## src/rtl/div_arbiter.sv

```systemverilog
`default_nettype none
// ============================================================================
// Module   : div_arbiter
// Brief    : Round-robin sharing of one iterative divider among NREQ
//            requesters, with divide-by-zero screening and a done pulse.
// Revision : 1.0
// ============================================================================

module div_arbiter #(
  parameter int NREQ = 4,
  parameter int BITS = 32
) (
  input  logic                 clk,
  input  logic                 reset,
  input  logic [NREQ-1:0]      req,
  input  logic [NREQ*BITS-1:0] req_dividend,
  input  logic [NREQ*BITS-1:0] req_divisor,
  output logic [NREQ-1:0]      done,
  output logic [BITS-1:0]      quotient,
  output logic [BITS-1:0]      remainder,
  output logic                 div_by_zero,
  output logic                 busy,
  output logic                 div_start,
  output logic [BITS-1:0]      div_dividend,
  output logic [BITS-1:0]      div_divisor,
  input  logic                 div_finished,
  input  logic [BITS-1:0]      div_result,
  input  logic [BITS-1:0]      div_rest
);

  localparam int c_PW = (NREQ > 1) ? $clog2(NREQ) : 1;
  localparam int c_IW = c_PW + 1;

  typedef enum logic [1:0] {
    S_IDLE  = 2'd0,
    S_ISSUE = 2'd1,
    S_RUN   = 2'd2,
    S_RESP  = 2'd3
  } state_t;

  state_t            r_state, w_state_nxt;
  logic [c_PW-1:0]   r_gnt, w_gnt_nxt;
  logic [c_PW-1:0]   r_ptr, w_ptr_nxt;
  logic [NREQ-1:0]   r_served, w_served_nxt;
  logic              r_zero, w_zero_nxt;
  logic [NREQ-1:0]   r_done, w_done_nxt;
  logic [BITS-1:0]   r_quot, w_quot_nxt;
  logic [BITS-1:0]   r_rem, w_rem_nxt;
  logic              r_dbz, w_dbz_nxt;
  logic              r_start, w_start_nxt;
  logic [BITS-1:0]   r_dvd, w_dvd_nxt;
  logic [BITS-1:0]   r_dvs, w_dvs_nxt;

  logic [NREQ-1:0]   w_elig;
  logic              w_found;
  logic [c_PW-1:0]   w_gnt;
  logic [c_IW-1:0]   w_idx;
  logic [BITS-1:0]   w_sel_dvd;
  logic [BITS-1:0]   w_sel_dvs;

  // A requester already answered stays ineligible until it drops req once.
  assign w_elig       = req & ~r_served;
  assign w_served_nxt = req & (r_served | w_done_nxt);

  always_comb begin
    w_found = 1'b0;
    w_gnt   = '0;
    w_idx   = '0;
    for (int k = 0; k < NREQ; k++) begin
      w_idx = {1'b0, r_ptr} + c_IW'(k);
      if (w_idx >= c_IW'(NREQ)) w_idx = w_idx - c_IW'(NREQ);
      if (!w_found && w_elig[w_idx[c_PW-1:0]]) begin
        w_found = 1'b1;
        w_gnt   = w_idx[c_PW-1:0];
      end
    end
  end

  always_comb begin
    w_sel_dvd = '0;
    w_sel_dvs = '0;
    for (int i = 0; i < NREQ; i++) begin
      if (w_gnt == c_PW'(i)) begin
        w_sel_dvd = req_dividend[i*BITS +: BITS];
        w_sel_dvs = req_divisor[i*BITS +: BITS];
      end
    end
  end

  always_comb begin
    w_state_nxt = r_state;
    w_gnt_nxt   = r_gnt;
    w_ptr_nxt   = r_ptr;
    w_zero_nxt  = r_zero;
    w_done_nxt  = '0;
    w_quot_nxt  = r_quot;
    w_rem_nxt   = r_rem;
    w_dbz_nxt   = r_dbz;
    w_start_nxt = 1'b0;
    w_dvd_nxt   = r_dvd;
    w_dvs_nxt   = r_dvs;
    case (r_state)
      S_IDLE: begin
        // The divider has no reset, so never issue until it reports finished.
        if (w_found && div_finished) begin
          w_gnt_nxt = w_gnt;
          w_ptr_nxt = (w_gnt == c_PW'(NREQ-1)) ? '0 : w_gnt + c_PW'(1);
          w_dvd_nxt = w_sel_dvd;
          w_dvs_nxt = w_sel_dvs;
          if (w_sel_dvs == '0) begin
            w_zero_nxt  = 1'b1;
            w_state_nxt = S_RUN;
          end else begin
            w_zero_nxt  = 1'b0;
            w_start_nxt = 1'b1;
            w_state_nxt = S_ISSUE;
          end
        end
      end
      S_ISSUE: w_state_nxt = S_RUN;
      S_RUN: begin
        if (r_zero) begin
          w_quot_nxt        = '0;
          w_rem_nxt         = r_dvd;
          w_dbz_nxt         = 1'b1;
          w_done_nxt[r_gnt] = 1'b1;
          w_state_nxt       = S_RESP;
        end else if (div_finished) begin
          w_quot_nxt        = div_result;
          w_rem_nxt         = div_rest;
          w_dbz_nxt         = 1'b0;
          w_done_nxt[r_gnt] = 1'b1;
          w_state_nxt       = S_RESP;
        end
      end
      S_RESP:  w_state_nxt = S_IDLE;
      default: w_state_nxt = S_IDLE;
    endcase
  end

  always_ff @(posedge clk or negedge reset) begin
    if (!reset) begin
      r_state  <= S_IDLE;
      r_gnt    <= '0;
      r_ptr    <= '0;
      r_served <= '0;
      r_zero   <= 1'b0;
      r_done   <= '0;
      r_quot   <= '0;
      r_rem    <= '0;
      r_dbz    <= 1'b0;
      r_start  <= 1'b0;
      r_dvd    <= '0;
      r_dvs    <= '0;
    end else begin
      r_state  <= w_state_nxt;
      r_gnt    <= w_gnt_nxt;
      r_ptr    <= w_ptr_nxt;
      r_served <= w_served_nxt;
      r_zero   <= w_zero_nxt;
      r_done   <= w_done_nxt;
      r_quot   <= w_quot_nxt;
      r_rem    <= w_rem_nxt;
      r_dbz    <= w_dbz_nxt;
      r_start  <= w_start_nxt;
      r_dvd    <= w_dvd_nxt;
      r_dvs    <= w_dvs_nxt;
    end
  end

  assign done         = r_done;
  assign quotient     = r_quot;
  assign remainder    = r_rem;
  assign div_by_zero  = r_dbz;
  assign busy         = (r_state != S_IDLE);
  assign div_start    = r_start;
  assign div_dividend = r_dvd;
  assign div_divisor  = r_dvs;

endmodule

`default_nettype wire

```

## config.mk

```make
export PLATFORM = sky130hd
export DESIGN_NAME = div_arbiter
export DESIGN_NICKNAME = d
export VERILOG_FILES = /design/src/rtl/div_arbiter.sv
export SDC_FILE = /design/constraint.sdc
export NUM_CORES = 1
export LEC_CHECK = 0
export BUFFER_PORTS_ARGS = -buffer_cell sky130_fd_sc_hd__buf_2
export CAP_MARGIN = 20
export CORE_AREA = 2 2 181 183
export CTS_BUF_LIST = sky130_fd_sc_hd__clkbuf_8
export DETAILED_ROUTE_END_ITERATION = 12
export DIE_AREA = 0 0 183 185
export SYNTH_ARGS = -nofsm -noshare
export SYNTH_HDL_FRONTEND = slang
export SYNTH_SLANG_ARGS = --single-unit
```

## constraint.sdc

```tcl
create_clock -name clk -period 3.3 [get_ports clk]
set_clock_uncertainty 0.1 [all_clocks]
set_input_delay 0.33 -clock clk [delete_from_list [all_inputs] [get_ports clk]]
set_output_delay 0.33 -clock clk [all_outputs]
set_load 0.02 [all_outputs]
```

---- Yosys cells after proc, flatten, opt, wreduce, memory -nomap -nowiden ----
Cells that the tools add are included.
storage, ports and cells
  output and inout bits ................... 135
  input port bits ......................... 327
  logic and storage cells ................. 107
  flip-flop bits (word level) ............. 145
operators by class
  equal/unequal tests ..................... 8
  bitwise gates (word level) .............. 4
  multiplexer cells ....................... 49
  $add $sub $neg .......................... 8
  reductions and logical operators ........ 16
  $lt $le $gt $ge ......................... 10
operator list
  cell                 number
  $mux 32              12
  $logic_not 32->1     1
  $mux 2               13
  $lt 2x3->1 const B   5
  $mux 1               15
  $mux 4               3
  $ge 3x3->1 const B   3
  $and 4x4->4          2
  $bmux 1 s2           4
  $eq 2x2->1 const B   4
  $pmux 2 s4           1
  $sub 2x1->2 const B  4
  $add 2x2->3 const B  2
  $reduce_and 2->1     3
  $logic_and 1x1->1    5
  $eq 2x1->1 const B   2
  $logic_not 2->1      2
  $not 4->4            1
  $or 4x4->4           1
  $reduce_bool 2->1    2
  $add 2x1->3 const B  1
  $ge 2x3->1 const B   1
  $logic_not 1->1      3
  $ne 3x3->1 const B   1
  other kinds (4)      4

---- Depth between registers and ports, before layout ----
  word-level depth ........................ 23
  mapped depth ............................ 16
  mapped depth without buffers ............ 13

---- Worst setup path after synthesis ----
OpenSTA, ideal clock, no wires.
  path kind ............................... reg-to-reg
  from .................................... register r_served[0]
  to ...................................... register r_state[0]
  path buffers ............................ 1
  data required time ...................... 3,081 ps
  cell stages (with the launch flop) ...... 15
  path slack .............................. 582 ps
  library setup time ...................... 119 ps
  clock period less this slack ............ 2,718 ps
  data arrival time ....................... 2,499 ps
  path through ............................ dfrtp_1 -> nand2b_1 -> nor2_1 -> a21oi_1 -> o21ai_0 -> a21o_1 -> inv_1 -> ha_1 -> nand2b_4 -> clkbuf_1 -> o22ai_1 -> o22ai_1 -> nor4_1 -> nand4_1 -> o21a_1
on the way
  word-level cells in the longest chain between the ends .. 23
  elaborated cells between the ends (all ways) .. 39
  those cells by class .................... 4 x eq/ne; 23 x mux; 2 x bitwise; 10 x reduce/logical
ends and longest elaborated chain
  what                          RTL line  source
  start: declaration            44        logic [NREQ-1:0] r_served, w_served_nxt;
  start signal: assignment      159       r_served <= w_served_nxt;
  $not 4->4 (*)                 62        assign w_elig = req & ~r_served;
  $and 4x4->4 (*)               62
  $bmux 1 s2                    72        if (!w_found && w_elig[w_idx[c_PW-1:0]]) begin
  $mux 1 (implied by the code)  72
  $mux 1                        72
  $logic_not 1->1               72
  $logic_and 1x1->1             72
  $mux 1                        72
  (+6 left out)                 --
  net w_gnt[0]                  56        logic [c_PW-1:0] w_gnt;
  $logic_not 2->1               83        if (w_gnt == c_PW'(i)) begin
  $mux 32 (3 in a row)          83
  $mux 32 (*)                   83
  $logic_not 32->1 (*)          110       if (w_sel_dvs == '0) begin
  $mux 2 (*)                    110
  $mux 2 (*)                    105       if (w_found && div_finished) begin
  $pmux 2 s4 (*)                102       case (r_state)
  end signal: assignment        156       r_state <= w_state_nxt;
  end: declaration              41        state_t r_state, w_state_nxt;
The timed path passes the listed nets; every way through them passes the cells marked *. The select of a mux whose other input is x is not followed.
A chain may end at the register's enable or synchronous reset.

---- Worst setup path in the final report ----
  from .................................... input req[1]
  to ...................................... register r_state[0]
on the way
  word-level cells in the longest chain between the ends .. 22
  elaborated cells between the ends (all ways) .. 38
  those cells by class .................... 4 x eq/ne; 23 x mux; 1 x bitwise; 10 x reduce/logical
ends and longest elaborated chain
  what                          RTL line  source
  start: declaration            15        input logic [NREQ-1:0] req,
  $and 4x4->4 (*)               62
  $bmux 1 s2                    72
  $mux 1 (implied by the code)  72
  $mux 1                        72
  $logic_not 1->1               72
  $logic_and 1x1->1             72
  $mux 1                        72
  $logic_not 1->1               72
  (+5 left out)                 --
  net w_gnt[0]                  56
  $logic_not 2->1               83
  $mux 32 (3 in a row)          83
  $mux 32 (*)                   83
  $logic_not 32->1 (*)          110
  $mux 2 (*)                    110
  $mux 2 (*)                    105
  $pmux 2 s4 (*)                102
Marks and branches as above.

==> out/metrics.csv <==
stage,metric,value,unit
clock_tree,clk sink count,145,
global_routing,GRT met3 Usage,4.621,%
placed_design,post-DP HPWL,25530,um
global_routing,met2 Resource Use GR,30.79,%
synth,Synth Net Count,1283,
synth,"count leader, synth",nand2_1,
routing,detailed-route wire length,33460,um
routing,Vias,8688,
timing,Final min period,3.156,ns
die,Starting Density,24.78,%
timing,unrepaired setup endpoints after global routing,true,
pwr,Clock power frac,13.8,%
clock_tree,clk buf depth,2,
final_layout,Final Util,35.98,%
synth,Synth cell types,34,
synth,Synth warnings,0,
global_routing,initial antenna violation count,4,
global_routing,total track usage,18.64,%
die,Boundary Pins,462,
synth,Synth async-reset ratio,100.0,%
global_routing,first-pass GRT wire length,47870,um
final_layout,final net count,1732,
hold_path,worst min path class,input pin to register,
setup_path,Worst Setup End Kind,register,
pwr,Pint,5.308,mW
die,Core Region,0.03204,mm^2
setup_path,crit-path max FO,8,
routing,Routed Antenna Nets,0,
synth,Post-synth EDFFs,0,
final_layout,Area Growth Syn to Fin,45.19,%
placed_design,count of buffers from port buffering,461,
setup_path,CP required,3.51,ns
clock_tree,CTS tree,yes,
timing,slew margin rel.,53.53,%
timing,Fin Setup TNS,0,ns
routing,Vias/cell,4.766,
timing,worst slew pin tran,0.6971,ns
routing,1st-iter DRT viols,350,
global_routing,gr busiest metal,met2,
timing,Fin. Hold Viols,0,
setup_path,data arrival time of the worst path,3.37,ns
synth,#FFs+latches synth,145,
timing,Final Slew Violations,0,
final_layout,layout cells sized above 1,38.74,%
flow_run,max cap viols,0,
pwr,pwr dens,902.4,mW/mm^2
global_routing,largest net degree at the start of global routing,96,
clock_tree,clk slew on worst S/H paths,0.09,ns
die,die area,0.03386,mm^2
pwr,power share of the combinational group,57.4,%
timing,fmax,316.9,MHz
timing,final period utilization,95.63,%
final_layout,"Design Area, Final",0.01153,mm^2
synth,Commonest cells post-synth,"nand2_1 (230), dfrtp_1 (145), o21ai_0 (102), a21oi_1 (100), clkbuf_1 (52)",
setup_path,Worst setup SP type,input pin,
routing,drt wl/cell,18.35,um
clock_tree,"Clk Latency, worst-skew pair",0.44,ns
setup_path,WS Path Type,input pin to register,
synth,Synth area leaders,"dfrtp_1 (46%), nand2_1 (11%), o21ai_0 (6.4%)",
synth,Synth top area share,45.70,%
status,outcome,"finished, final reports clean",
routing,Residual DRC,0,
global_routing,GR Overflow Total,0,
synth,synthesized area per cell,8.358,um^2
routing,drt pass-1 iters,5,
placed_design,final RePlAce weighted congestion,0.8747,
pwr,Switch Pwr,5.095,mW
placed_design,DP Area,0.01075,mm^2
die,Die Width,183,um
clock_tree,H-Tree Depth,4,
pwr,switch share,48.97,%
synth,cells after synthesis,950,
final_layout,layout filler cell count,3420,
synth,post-synthesis cell area,0.007940,mm^2
synth,"Seq/Total Area, Yosys",45.70,%
die,Die Ht,185,um
synth,leading area contributor after synthesis,dfrtp_1,
timing,Min Hold Slack,0.04672,ns
global_routing,via count of the first global-routing pass,8085,
pwr,sequential share of power,28.7,%
pwr,peak supply drop,360.4,uV
global_routing,M1 GR Usage,23.95,%
die,# rows,66,
clock_tree,CTS Buf Count,17,
synth,Synth Flop Type,dfrtp_1,
timing,final setup fails,0,
clock_tree,Root Driver,clkbuf_8,
pwr,Leak Pwr,5.827,nW
==> final timing paths <==
check / slack (ns) / start / to / cells past startpoint
max: 0.14 / req[1] / r_state[0]$_DFFE_PN0P_ / 15
min: 0.05 / div_result[31] / quotient[31]$_DFFE_PN0P_ / 3
max reg2reg: 0.16 / r_served[2]$_DFF_PN0_ / r_state[0]$_DFFE_PN0P_ / 13
min reg2reg: 0.38 / quotient[0]$_DFFE_PN0P_ / quotient[0]$_DFFE_PN0P_ / 2
max in group asynchronous: 1.97 / reset / r_zero$_DFFE_PN0P_ / 3
min in group asynchronous: 0.33 / reset / quotient[1]$_DFFE_PN0P_ / 2
==> layer usage <==
metal / share of wire, % / vias up
met3: 7.2 / 33
met2: 48 / 380
met5: 0.048 / -
li1: - / 4225
met4: 2.2 / 2
met1: 43 / 4048
==> power groups by stage <==
stage	Clock, mW	Sequential, mW	Combinational (mW)
global placement	0	3.00	5.58
floorplan	0	3.75	2.76
global route	1.55	3.08	6.53
finish	1.44	2.99	5.98
detailed placement	0	3.02	5.65
CTS	1.50	2.99	5.84
==> critical path, cell delays in order <==
cell,delay [ns]
dlygate4sd3_1,0.53
buf_2,0.14
nand2b_4,0.07
a21oi_1,0.07
o21ai_1,0.13
a21o_1,0.21
inv_2,0.09
ha_4,0.21
nor2_4,0.26
clkbuf_16,0.22
o211a_1,0.18
o22ai_2,0.11
nor4_4,0.30
nand4_1,0.25
o21a_1,0.25
==> kinds of logic after synthesis <==
family / Yosys count / synth area share, %
AND/OR/NAND/NOR: 348 / 19.73
AO/OA/AOI/OAI: 328 / 24.77
adder cells (fa/ha/maj): 6 / 0.9455
multiplexers: 34 / 4.318
buffers and inverters: 89 / 4.538
flip-flops: 145 / 45.70
==> what timing repair did <==
| item | CTS | global route |
|---|---|---|
| pin swaps | 2 | 9 |
| cloned | 2 | 2 |
| hold endpoints to repair | 81 | 0 |
| setup endpoints to repair | 4 | 6 |
| buffers inserted | 1 | 5 |
| hold buffers | 17 | 0 |
| gates resized for setup | 7 | 14 |
==> final cells by class <==
class	instances	area (um^2)	share of cell area, %
Sequential cell	145	3630	31.48
Multi-Input combinational cell	717	4094	35.51
Tap cell	408	510.5	4.428
Inverter	9	36.28	0.3147
Antenna cell	3	7.507	0.06512
Clock buffer	17	234.0	2.030
Timing Repair Buffer	509	2868	24.88
Clock inverter	15	148.9	1.292
==> registers in the layout, summed over array words and instances (netlist names) <==
| register | flops |
|---|---|
| div_dividend | 32 |
| div_divisor | 32 |
| quotient | 32 |
| remainder | 32 |
| done | 4 |
| r_served | 4 |
| r_gnt | 2 |
| r_ptr | 2 |
| r_state | 2 |
| div_by_zero | 1 |
| div_start | 1 |
| r_zero | 1 |
==> placed cells by master (no fill, tap or decap), types with 19 or more instances in the layout <==
cell | synthesis | layout
buf_2 | 21 | 460
nand2_1 | 230 | 230
dfrtp_1 | 145 | 144
o21ai_0 | 102 | 101
a21oi_1 | 100 | 99
o22ai_1 | 49 | 47
nand2b_1 | 36 | 34
nor2_1 | 35 | 34
o31ai_1 | 33 | 33
o211a_1 | 32 | 32
nand3b_1 | 32 | 32
mux2i_1 | 32 | 32
buf_4 | 0 | 19
==> metrics by stage <==
step / power, mW / worst slack [ns] / instances
after floorplan: 6.511 / 0.5819 / 950
after global placement: 8.576 / -0.1705 / 1761
after detailed placement: 8.669 / -0.2625 / 1761
after CTS: 10.34 / 0.01732 / 1813
after global routing: 11.16 / -0.04928 / 1822
final: 10.40 / 0.1441 / 1823
Note: power is estimated with default switching activity, not from simulation.
